**config.mk**
```make
export PLATFORM = sky130hd
export DESIGN_NAME = rx_instruction
export DESIGN_NICKNAME = d
export VERILOG_FILES = /design/src/rtl/rx_instruction_pkg.sv /design/src/rtl/uart_rx.sv /design/src/rtl/rx_instruction.sv
export SDC_FILE = /design/constraint.sdc
export NUM_CORES = 1
export LEC_CHECK = 0
export ABC_CLOCK_PERIOD_IN_PS = 3300
export CORE_ASPECT_RATIO = 2
export CORE_MARGIN = 8
export CORE_UTILIZATION = 52
export CTS_BUF_LIST = sky130_fd_sc_hd__clkbuf_16
export CTS_CLUSTER_DIAMETER = 50
export CTS_CLUSTER_SIZE = 16
export DETAILED_ROUTE_END_ITERATION = 6
export HOLD_SLACK_MARGIN = 0.05
export MAX_ROUTING_LAYER = met4
export PLACE_DENSITY = 0.76
export SYNTH_ARGS = -nofsm -noshare
export SYNTH_HDL_FRONTEND = slang
export SYNTH_SLANG_ARGS = --single-unit
```
**constraint.sdc**
```tcl
create_clock -name clk12 -period 3.3 [get_ports clk12]
set_input_delay 0.825 -clock clk12 [delete_from_list [all_inputs] [get_ports clk12]]
set_output_delay 0.825 -clock clk12 [all_outputs]
set_load 0.05 [all_outputs]
```
**src/rtl/rx_instruction_pkg.sv**
```systemverilog
// rx_instruction_pkg: shared definitions for the instruction receiver.
//   - state_t      : receiver states (IDLE / RECEIVING / FULL)
//   - baud defines : clk12 cycles per UART bit, as used by uart_tx/uart_rx
`ifndef B115200
`define B115200 104
`endif
`ifndef B57600
`define B57600 208
`endif
`ifndef B9600
`define B9600 1250
`endif

package rx_instruction_pkg;

  // IDLE: no bytes held; RECEIVING: partial word; FULL: word presented (valid=1)
  typedef enum logic [1:0] {
    IDLE      = 2'b00,
    RECEIVING = 2'b01,
    FULL      = 2'b11
  } state_t;

  // Baud divisors at 12 MHz, available to code that prefers a typed constant
  localparam int BAUD_115200_DIV = 104;
  localparam int BAUD_57600_DIV  = 208;
  localparam int BAUD_9600_DIV   = 1250;

endpackage

```
**src/rtl/uart_rx.sv**
```systemverilog
// uart_rx: 8N1 UART receiver.
// Ports:
//   clk   in  1  system clock
//   rstn  in  1  asynchronous reset, active-low
//   rx    in  1  serial input, idle high
//   rcv   out 1  one-cycle strobe: a byte with a valid stop bit was received
//   data  out 8  received byte, valid while rcv=1 (held afterwards)
module uart_rx #(
  parameter int BAUDRATE = 104
) (
  input  logic       clk,
  input  logic       rstn,
  input  logic       rx,
  output logic       rcv,
  output logic [7:0] data
);

  typedef enum logic [1:0] {
    RX_IDLE,
    RX_START,
    RX_DATA,
    RX_STOP
  } rx_state_t;

  localparam int CW = 16;
  localparam logic [CW-1:0] BAUD_LAST = CW'(BAUDRATE - 1);
  localparam logic [CW-1:0] HALF_LAST = CW'(BAUDRATE / 2 - 1);

  rx_state_t       state_reg, state_next;
  logic [CW-1:0]   cnt_reg, cnt_next;
  logic [2:0]      bit_reg, bit_next;
  logic [7:0]      shift_reg, shift_next;
  logic [7:0]      data_reg, data_next;
  logic            rcv_reg, rcv_next;
  logic            rx_meta_reg, rx_sync_reg;

  always_ff @(posedge clk or negedge rstn) begin
    if (!rstn) begin
      state_reg   <= RX_IDLE;
      cnt_reg     <= '0;
      bit_reg     <= '0;
      shift_reg   <= '0;
      data_reg    <= '0;
      rcv_reg     <= 1'b0;
      rx_meta_reg <= 1'b1;
      rx_sync_reg <= 1'b1;
    end else begin
      state_reg   <= state_next;
      cnt_reg     <= cnt_next;
      bit_reg     <= bit_next;
      shift_reg   <= shift_next;
      data_reg    <= data_next;
      rcv_reg     <= rcv_next;
      rx_meta_reg <= rx;
      rx_sync_reg <= rx_meta_reg;
    end
  end

  always_comb begin
    state_next = state_reg;
    cnt_next   = cnt_reg;
    bit_next   = bit_reg;
    shift_next = shift_reg;
    data_next  = data_reg;
    rcv_next   = 1'b0;
    case (state_reg)
      RX_IDLE: begin
        if (!rx_sync_reg) begin
          cnt_next   = '0;
          state_next = RX_START;
        end
      end
      RX_START: begin
        // Re-check the start bit at its midpoint to reject glitches
        if (cnt_reg == HALF_LAST) begin
          cnt_next   = '0;
          bit_next   = '0;
          state_next = rx_sync_reg ? RX_IDLE : RX_DATA;
        end else begin
          cnt_next = cnt_reg + CW'(1);
        end
      end
      RX_DATA: begin
        if (cnt_reg == BAUD_LAST) begin
          cnt_next   = '0;
          shift_next = {rx_sync_reg, shift_reg[7:1]};
          if (bit_reg == 3'd7) state_next = RX_STOP;
          else                 bit_next   = bit_reg + 3'd1;
        end else begin
          cnt_next = cnt_reg + CW'(1);
        end
      end
      RX_STOP: begin
        // A low stop bit is a framing error: the byte is silently dropped
        if (cnt_reg == BAUD_LAST) begin
          state_next = RX_IDLE;
          if (rx_sync_reg) begin
            rcv_next  = 1'b1;
            data_next = shift_reg;
          end
        end else begin
          cnt_next = cnt_reg + CW'(1);
        end
      end
      default: state_next = RX_IDLE;
    endcase
  end

  assign rcv  = rcv_reg;
  assign data = data_reg;

endmodule

```
**src/rtl/rx_instruction.sv**
```systemverilog
// rx_instruction: assembles NBYTES UART bytes (little-endian) into one word
// and hands it to the consumer with a valid/ack handshake.
// Ports:
//   clk12    in  1  system clock (12 MHz)
//   rst      in  1  asynchronous reset, active-high
//   rx       in  1  UART serial input, idle high
//   instr    out W  assembled word, stable while valid=1
//   valid    out 1  word available, held until ack
//   ack      in  1  consumer took instr (only meaningful while valid=1)
//   busy     out 1  partial word in progress
//   overrun  out 1  sticky: byte dropped while FULL, cleared by ack
//   led      out 1  toggles on every completed word
`ifndef B115200
`define B115200 104
`endif

module rx_instruction
  import rx_instruction_pkg::*;
#(
  parameter int NBYTES   = 4,
  parameter int BAUDRATE = `B115200,
  parameter int TIMEOUT  = 12000
) (
  input  logic                clk12,
  input  logic                rst,
  input  logic                rx,
  output logic [8*NBYTES-1:0] instr,
  output logic                valid,
  input  logic                ack,
  output logic                busy,
  output logic                overrun,
  output logic                led
);

  localparam int W  = 8 * NBYTES;
  localparam int BW = $clog2(NBYTES + 1);
  localparam int TW = $clog2(TIMEOUT);
  localparam logic [BW-1:0] BI_LAST    = BW'(NBYTES - 1);
  localparam logic [TW-1:0] TIMER_LAST = TW'(TIMEOUT - 1);

  logic       rcv;
  logic [7:0] rcv_data;
  logic       rstn_int;

  assign rstn_int = ~rst;

  uart_rx #(
    .BAUDRATE(BAUDRATE)
  ) RX0 (
    .clk  (clk12),
    .rstn (rstn_int),
    .rx   (rx),
    .rcv  (rcv),
    .data (rcv_data)
  );

  state_t          state_reg, state_next;
  logic [BW-1:0]   byte_index_reg, byte_index_next;
  logic [TW-1:0]   timer_reg, timer_next;
  logic            overrun_reg, overrun_next;
  logic            led_reg, led_next;
  logic [W-1:0]    instr_reg;
  logic            byte_we;
  logic [BW-1:0]   lane_sel;
  logic [NBYTES-1:0] lane_we;
  logic            start_word;

  always_ff @(posedge clk12 or posedge rst) begin
    if (rst) begin
      state_reg      <= IDLE;
      byte_index_reg <= '0;
      timer_reg      <= '0;
      overrun_reg    <= 1'b0;
      led_reg        <= 1'b0;
    end else begin
      state_reg      <= state_next;
      byte_index_reg <= byte_index_next;
      timer_reg      <= timer_next;
      overrun_reg    <= overrun_next;
      led_reg        <= led_next;
    end
  end

  // A byte opens a new word from IDLE, or from FULL when the ack in the
  // same cycle frees the buffer.
  assign start_word = rcv && ((state_reg == IDLE) || ((state_reg == FULL) && ack));

  always_comb begin
    state_next      = state_reg;
    byte_index_next = byte_index_reg;
    timer_next      = timer_reg;
    overrun_next    = overrun_reg;
    led_next        = led_reg;
    byte_we         = 1'b0;
    lane_sel        = '0;

    if ((state_reg == FULL) && ack) overrun_next = 1'b0;

    if (start_word) begin
      byte_we         = 1'b1;
      byte_index_next = BW'(1);
      timer_next      = '0;
      if (NBYTES == 1) begin
        state_next = FULL;
        led_next   = ~led_reg;
      end else begin
        state_next = RECEIVING;
      end
    end else begin
      case (state_reg)
        IDLE: ;
        RECEIVING: begin
          if (rcv) begin
            byte_we         = 1'b1;
            lane_sel        = byte_index_reg;
            byte_index_next = byte_index_reg + BW'(1);
            timer_next      = '0;
            if (byte_index_reg == BI_LAST) begin
              state_next = FULL;
              led_next   = ~led_reg;
            end
          end else if (timer_reg == TIMER_LAST) begin
            // Stale bytes stay in instr; they are overwritten by the next word
            state_next      = IDLE;
            byte_index_next = '0;
            timer_next      = '0;
          end else begin
            timer_next = timer_reg + TW'(1);
          end
        end
        FULL: begin
          if (ack) begin
            state_next      = IDLE;
            byte_index_next = '0;
          end else if (rcv) begin
            overrun_next = 1'b1;
          end
        end
        default: state_next = IDLE;
      endcase
    end
  end

  // One write enable per byte lane of the word
  genvar gi;
  generate
    for (gi = 0; gi < NBYTES; gi++) begin : g_lane
      assign lane_we[gi] = byte_we && (lane_sel == BW'(gi));
    end
  endgenerate

  always_ff @(posedge clk12 or posedge rst) begin
    if (rst) begin
      instr_reg <= '0;
    end else begin
      for (int i = 0; i < NBYTES; i++) begin
        if (lane_we[i]) instr_reg[8*i +: 8] <= rcv_data;
      end
    end
  end

  assign instr   = instr_reg;
  assign valid   = (state_reg == FULL);
  assign busy    = (state_reg == RECEIVING);
  assign overrun = overrun_reg;
  assign led     = led_reg;

endmodule

```
Word level (Yosys, flattened, before mapping)
Index checks and enable logic that the tools add are counted.
{ "totals": {"reg_bits": 93, "out_inout_bits": 36} }
{ "op_classes": {"n_addsub": 4, "eq_ne": 24, "mux": 45, "bitwise": 2, "reduce_logical": 21} }
{ "ops": {"columns": ["op", "count"], "rows": [
  ["$mux W16", 4],
  ["$pmux W16 S4", 1],
  ["$mux W14", 4],
  ["$mux W3", 10],
  ["$mux W2", 11],
  ["$add A16 B1 Y16 const B", 1],
  ["$eq A16 B6 Y1 const B", 1],
  ["$eq A16 B7 Y1 const B", 1],
  ["$add A14 B1 Y14 const B", 1],
  ["$eq A14 B14 Y1 const B", 1],
  ["$pmux W3 S2", 2],
  ["$reduce_and A4 Y1", 3],
  ["$mux W1", 11],
  ["$eq A3 B2 Y1 const B", 3],
  ["$ne A2 B1 Y1 const B", 4],
  ["$ne A2 B2 Y1 const B", 4],
  ["$pmux W2 S4", 1],
  ["$add A3 B1 Y3 const B", 2],
  ["$eq A2 B2 Y1 const B", 3],
  ["$logic_and A1 B1 Y1", 6],
  ["$pmux W2 S3", 1],
  ["$reduce_and A3 Y1", 2],
  ["$reduce_and A5 Y1", 1],
  ["$eq A2 B1 Y1 const B", 2],
  ["12 further kinds", 16]
]} }

Depth between registers and ports, before layout
{ "depth": {"depth_word": 7, "ltp_mapped": 8, "mapped_depth_nobuf": 6} }

Cells and area by module
Synthesis repeated with hierarchy kept, for this count alone.
{ "unflattened": {"hier_cells": 364, "hier_area_um2": 4377.9} }
{ "by_module_without_submodules": {"columns": ["module", "instances", "cells_per_inst", "area_per_inst_um2", "seq_area_each_um2"], "rows": [
  ["rx_instruction", 1, 202, 2479.9, 1326.3],
  ["uart_rx", 1, 162, 1898.1, 1003.5]
]} }

Least setup slack after synthesis
OpenSTA, ideal clock, no wires.
{ "synth_timing": {"path_type": "reg-to-reg", "startpoint": "register RX0.cnt_reg[12]", "endpoint": "register RX0.data_reg[0] (netlist: RX0.data[0])", "arrival_ns": 2.329, "slack_ns": 0.846, "stages_incl_launch_ff": 6, "synth_period_minus_slack_ns": 2.454, "cell_sequence": "dfrtp_1 -> or4_4 -> or4_4 -> buf_6 -> nor3_4 -> mux2_4"} }
{ "synth_via": {"elab_chain_len": 2} }
{ "synth_lines": {"columns": ["item", "line_no", "source"], "rows": [
  ["start: declaration", "uart_rx.sv:30", "logic [CW-1:0] cnt_reg, cnt_next;"],
  ["start signal: assignment", "uart_rx.sv:49", "cnt_reg <= cnt_next;"],
  ["$eq A16 B7 Y1", "uart_rx.sv:95", "if (cnt_reg == BAUD_LAST) begin"],
  ["$reduce_and A3 Y1 (no line)", null, null],
  ["end signal: assignment", "uart_rx.sv:52", "data_reg <= data_next;"],
  ["end: declaration", "uart_rx.sv:33", "logic [7:0] data_reg, data_next;"]
]} }
Every way passes these cells.
A chain may end at the register's enable or synchronous reset.

Final worst setup path
{ "layout_timing": {"startpoint": "register state_reg[1]", "endpoint": "output port busy"} }
{ "layout_via": {"elab_chain_len": 1} }
{ "layout_lines": {"columns": ["item", "line_no", "source"], "rows": [
  ["start: declaration", "rx_instruction.sv:57", "state_t state_reg, state_next;"],
  ["start signal: assignment", "rx_instruction.sv:76", "state_reg <= state_next;"],
  ["$eq A2 B1 Y1", "rx_instruction.sv:164", "assign busy = (state_reg == RECEIVING);"],
  ["end: declaration", "rx_instruction.sv:30", "output logic busy,"]
]} }
Every way passes these cells.

==> run summary <==
Power, Total = 2.11 mW
Max Cap Violations = 0
Crit-path slowest cell = clkdlybuf4s50_1
maximum clock rate = 336 MHz
first-pass GRT wire length = 14800 um
share of cells above drive strength 1 = 17.6%
pwr dens = 416 nW/um^2
Final Routed Wirelength = 8880 um
clk sinks = 93
Remaining DRCs = 0
clock skew = 0.00899 ns
Final Setup Violations = 0
placed inst area = 4800 um^2
I/O pin count = 40
die height = 144 um
Syn-to-layout area delta = 18.2%
Hold WC Path Type = reg -> reg
Iter 0 DRT Violations = 172
most common cell after layout, fill and taps aside = dfrtp_1
crit start category = register
mean post-synth cell area = 11.3 um^2
DP HPWL = 6280 um
largest net degree at the start of global routing = 41
die area = 11600 um^2
initial antenna violation count = 0
vias in the first global route = 3034
Slew @ Worst Pin = 0.779 ns
critical path capture point type = output port
row cnt = 47
Worst Path Max Fanout = 10
drt pass-1 iters = 5
worst path cell trace = nor2b_1 -> clkdlybuf4s50_1
Resized Gates After CTS = 0
WP data required = 2.47 ns
Die W = 80.2 um
Final Slew Violations = 0
Total GRT Usage = 16.8%
Non-Filler Instances = 525
H-tree levels = 3
RSZ-0062 raised after global routing = false
yosys warns = 0
CTS buffer count = 9
CTS Buffer Depth = 2
setup TNS = 0 ns
Unique masters post-synth = 51
routed length per instance = 16.9 um
routed vias/inst = 5.78
Vias = 3037
Post-Layout Inst Area = 5070 um^2
nets@finish = 432
CTS clk-pin slew, worst paths = 0.06 ns
sequential-to-total area share from yosys stat = 54.3%
I/O Buffers = 39
Fin. Hold Viols = 0
CP peak stage delay = 0.90 ns
Post-synth EDFFs = 0
max reg flops = 32
synthesized net count = 389
Mapped Cells = 379
status = finished, final reports clean
Root Driver = clkbuf_16
postcts setup bufs = 0
Routed Antenna Nets = 0
Setup CP Type = reg -> out
CTS tree = yes
prevailing post-synth register cell = dfrtp_1
fin crit share = 90.2%
cts hold-fix bufs = 0
diode count = 0
async set or reset register ratio after synthesis = 100%
Initial Util = 52.8%
Clock Latency Late Sink = 0.34 ns
placer's final routability congestion estimate = 0.940
most frequent cells in the layout = dfrtp_1 (91), clkdlybuf4s50_1 (39), nor2_1 (34)
Leakage = 2.32 nW
core area = 8120 um^2
peak supply drop = 321 uV
Slew HR = 47.6%
#FFs+latches synth = 93
placed cells = 509
area of the mapped netlist = 4290 um^2
Tmin final = 2.98 ns
GRT Residual Overflow = 0
Arr. time, crit path = 2.15 ns
[worst max-delay path: cells and delay by family, from the launching register on]
family                 cells  cell delay, ns
flip-flops                 1            0.47
AND/OR/NAND/NOR            1            0.45
buffers and inverters      1            0.90
[cell usage after synthesis (2+ instances only)]
| master | count | area, um^2 |
|---|---|---|
| a21oi_1 | 12 | 60.1 |
| a22o_1 | 2 | 17.5 |
| a31oi_1 | 7 | 43.8 |
| and2_1 | 2 | 12.5 |
| and3_1 | 8 | 50.1 |
| clkbuf_1 | 11 | 41.3 |
| dfrtp_1 | 91 | 2280 |
| dfstp_2 | 2 | 52.6 |
| ha_1 | 6 | 75.1 |
| inv_1 | 6 | 22.5 |
| mux2_1 | 8 | 90.1 |
| mux2_2 | 32 | 360 |
| mux2_4 | 8 | 120 |
| mux2i_1 | 4 | 40.0 |
| nand2_1 | 32 | 120 |
| nand2b_1 | 3 | 18.8 |
| nand3_1 | 15 | 75.1 |
| nand4_1 | 8 | 50.1 |
| nor2_1 | 34 | 128 |
| nor2b_1 | 3 | 18.8 |
| nor3_1 | 9 | 45.0 |
| nor3_4 | 2 | 32.5 |
| nor4_1 | 3 | 18.8 |
| o21ai_0 | 26 | 130 |
| o31ai_1 | 5 | 37.5 |
| o41ai_1 | 2 | 17.5 |
| or2_2 | 2 | 12.5 |
| or4_4 | 3 | 33.8 |
| xnor2_1 | 9 | 78.8 |
| xor2_1 | 3 | 26.3 |
[cell type report]
class | count | area, um^2
Tap cell | 98 | 123
Multi-Input combinational cell | 268 | 1880
Clock buffer | 9 | 225
Clock inverter | 7 | 43.8
Sequential cell | 93 | 2330
Inverter | 6 | 23.8
Timing Repair Buffer | 44 | 440
Fill cell | 607 | 3050
[routing by layer]
metal	wire [um]	GRT usage (%)	vias to the layer above
li1	-	-	1448
met1	3760	19.8	1488
met2	4520	26.1	86
met4	162	6.56	0
met3	430	4.92	15
met5	0	-	-
[final timing paths]
path	slack [ns]	to	start	depth (start not counted)
min in group asynchronous	0.86	RX0.cnt_reg[15]	rst	2
min	0.36	RX0.rx_sync_reg	RX0.rx_meta_reg	0
max reg2reg	0.69	RX0.data[0]	RX0.cnt_reg[12]	4
min reg2reg	0.36	RX0.rx_sync_reg	RX0.rx_meta_reg	0
max in group asynchronous	1.77	timer_reg[10]	rst	3
max	0.32	busy	state_reg[1]	2
[kinds of logic after synthesis]
kind of cell	count (synthesis)	synth area share, %
and+or+nand+nor	134	16.5
AOI/OAI and AO/OA	64	8.99
adders and majority gates	6	1.75
xor gates and xnor gates	12	2.45
buffers and inverters	18	1.75
muxes	52	14.2
DFF	93	54.3
[through the flow]
stage | hold slack, ns | utilization (%) | setup WS (ns)
final | 0.357 | 62.4 | 0.323
after detailed placement | 0.348 | 59.1 | 0.663
after global routing | 0.359 | 62.4 | 0.215
after CTS | 0.357 | 62.4 | 0.319
after global placement | 0.346 | 59.1 | 0.756
after floorplan | 0.345 | - | 0.0580
[power breakdown]
group | switching [mW] | internal [mW] | leakage, nW
registers | 0.00107 | 1.14 | 1.25
logic | 0.0227 | 0.00725 | 0.934
clock network | 0.425 | 0.507 | 0.137
total | 0.449 | 1.66 | 2.32
Power figures use the tool's default switching activity.
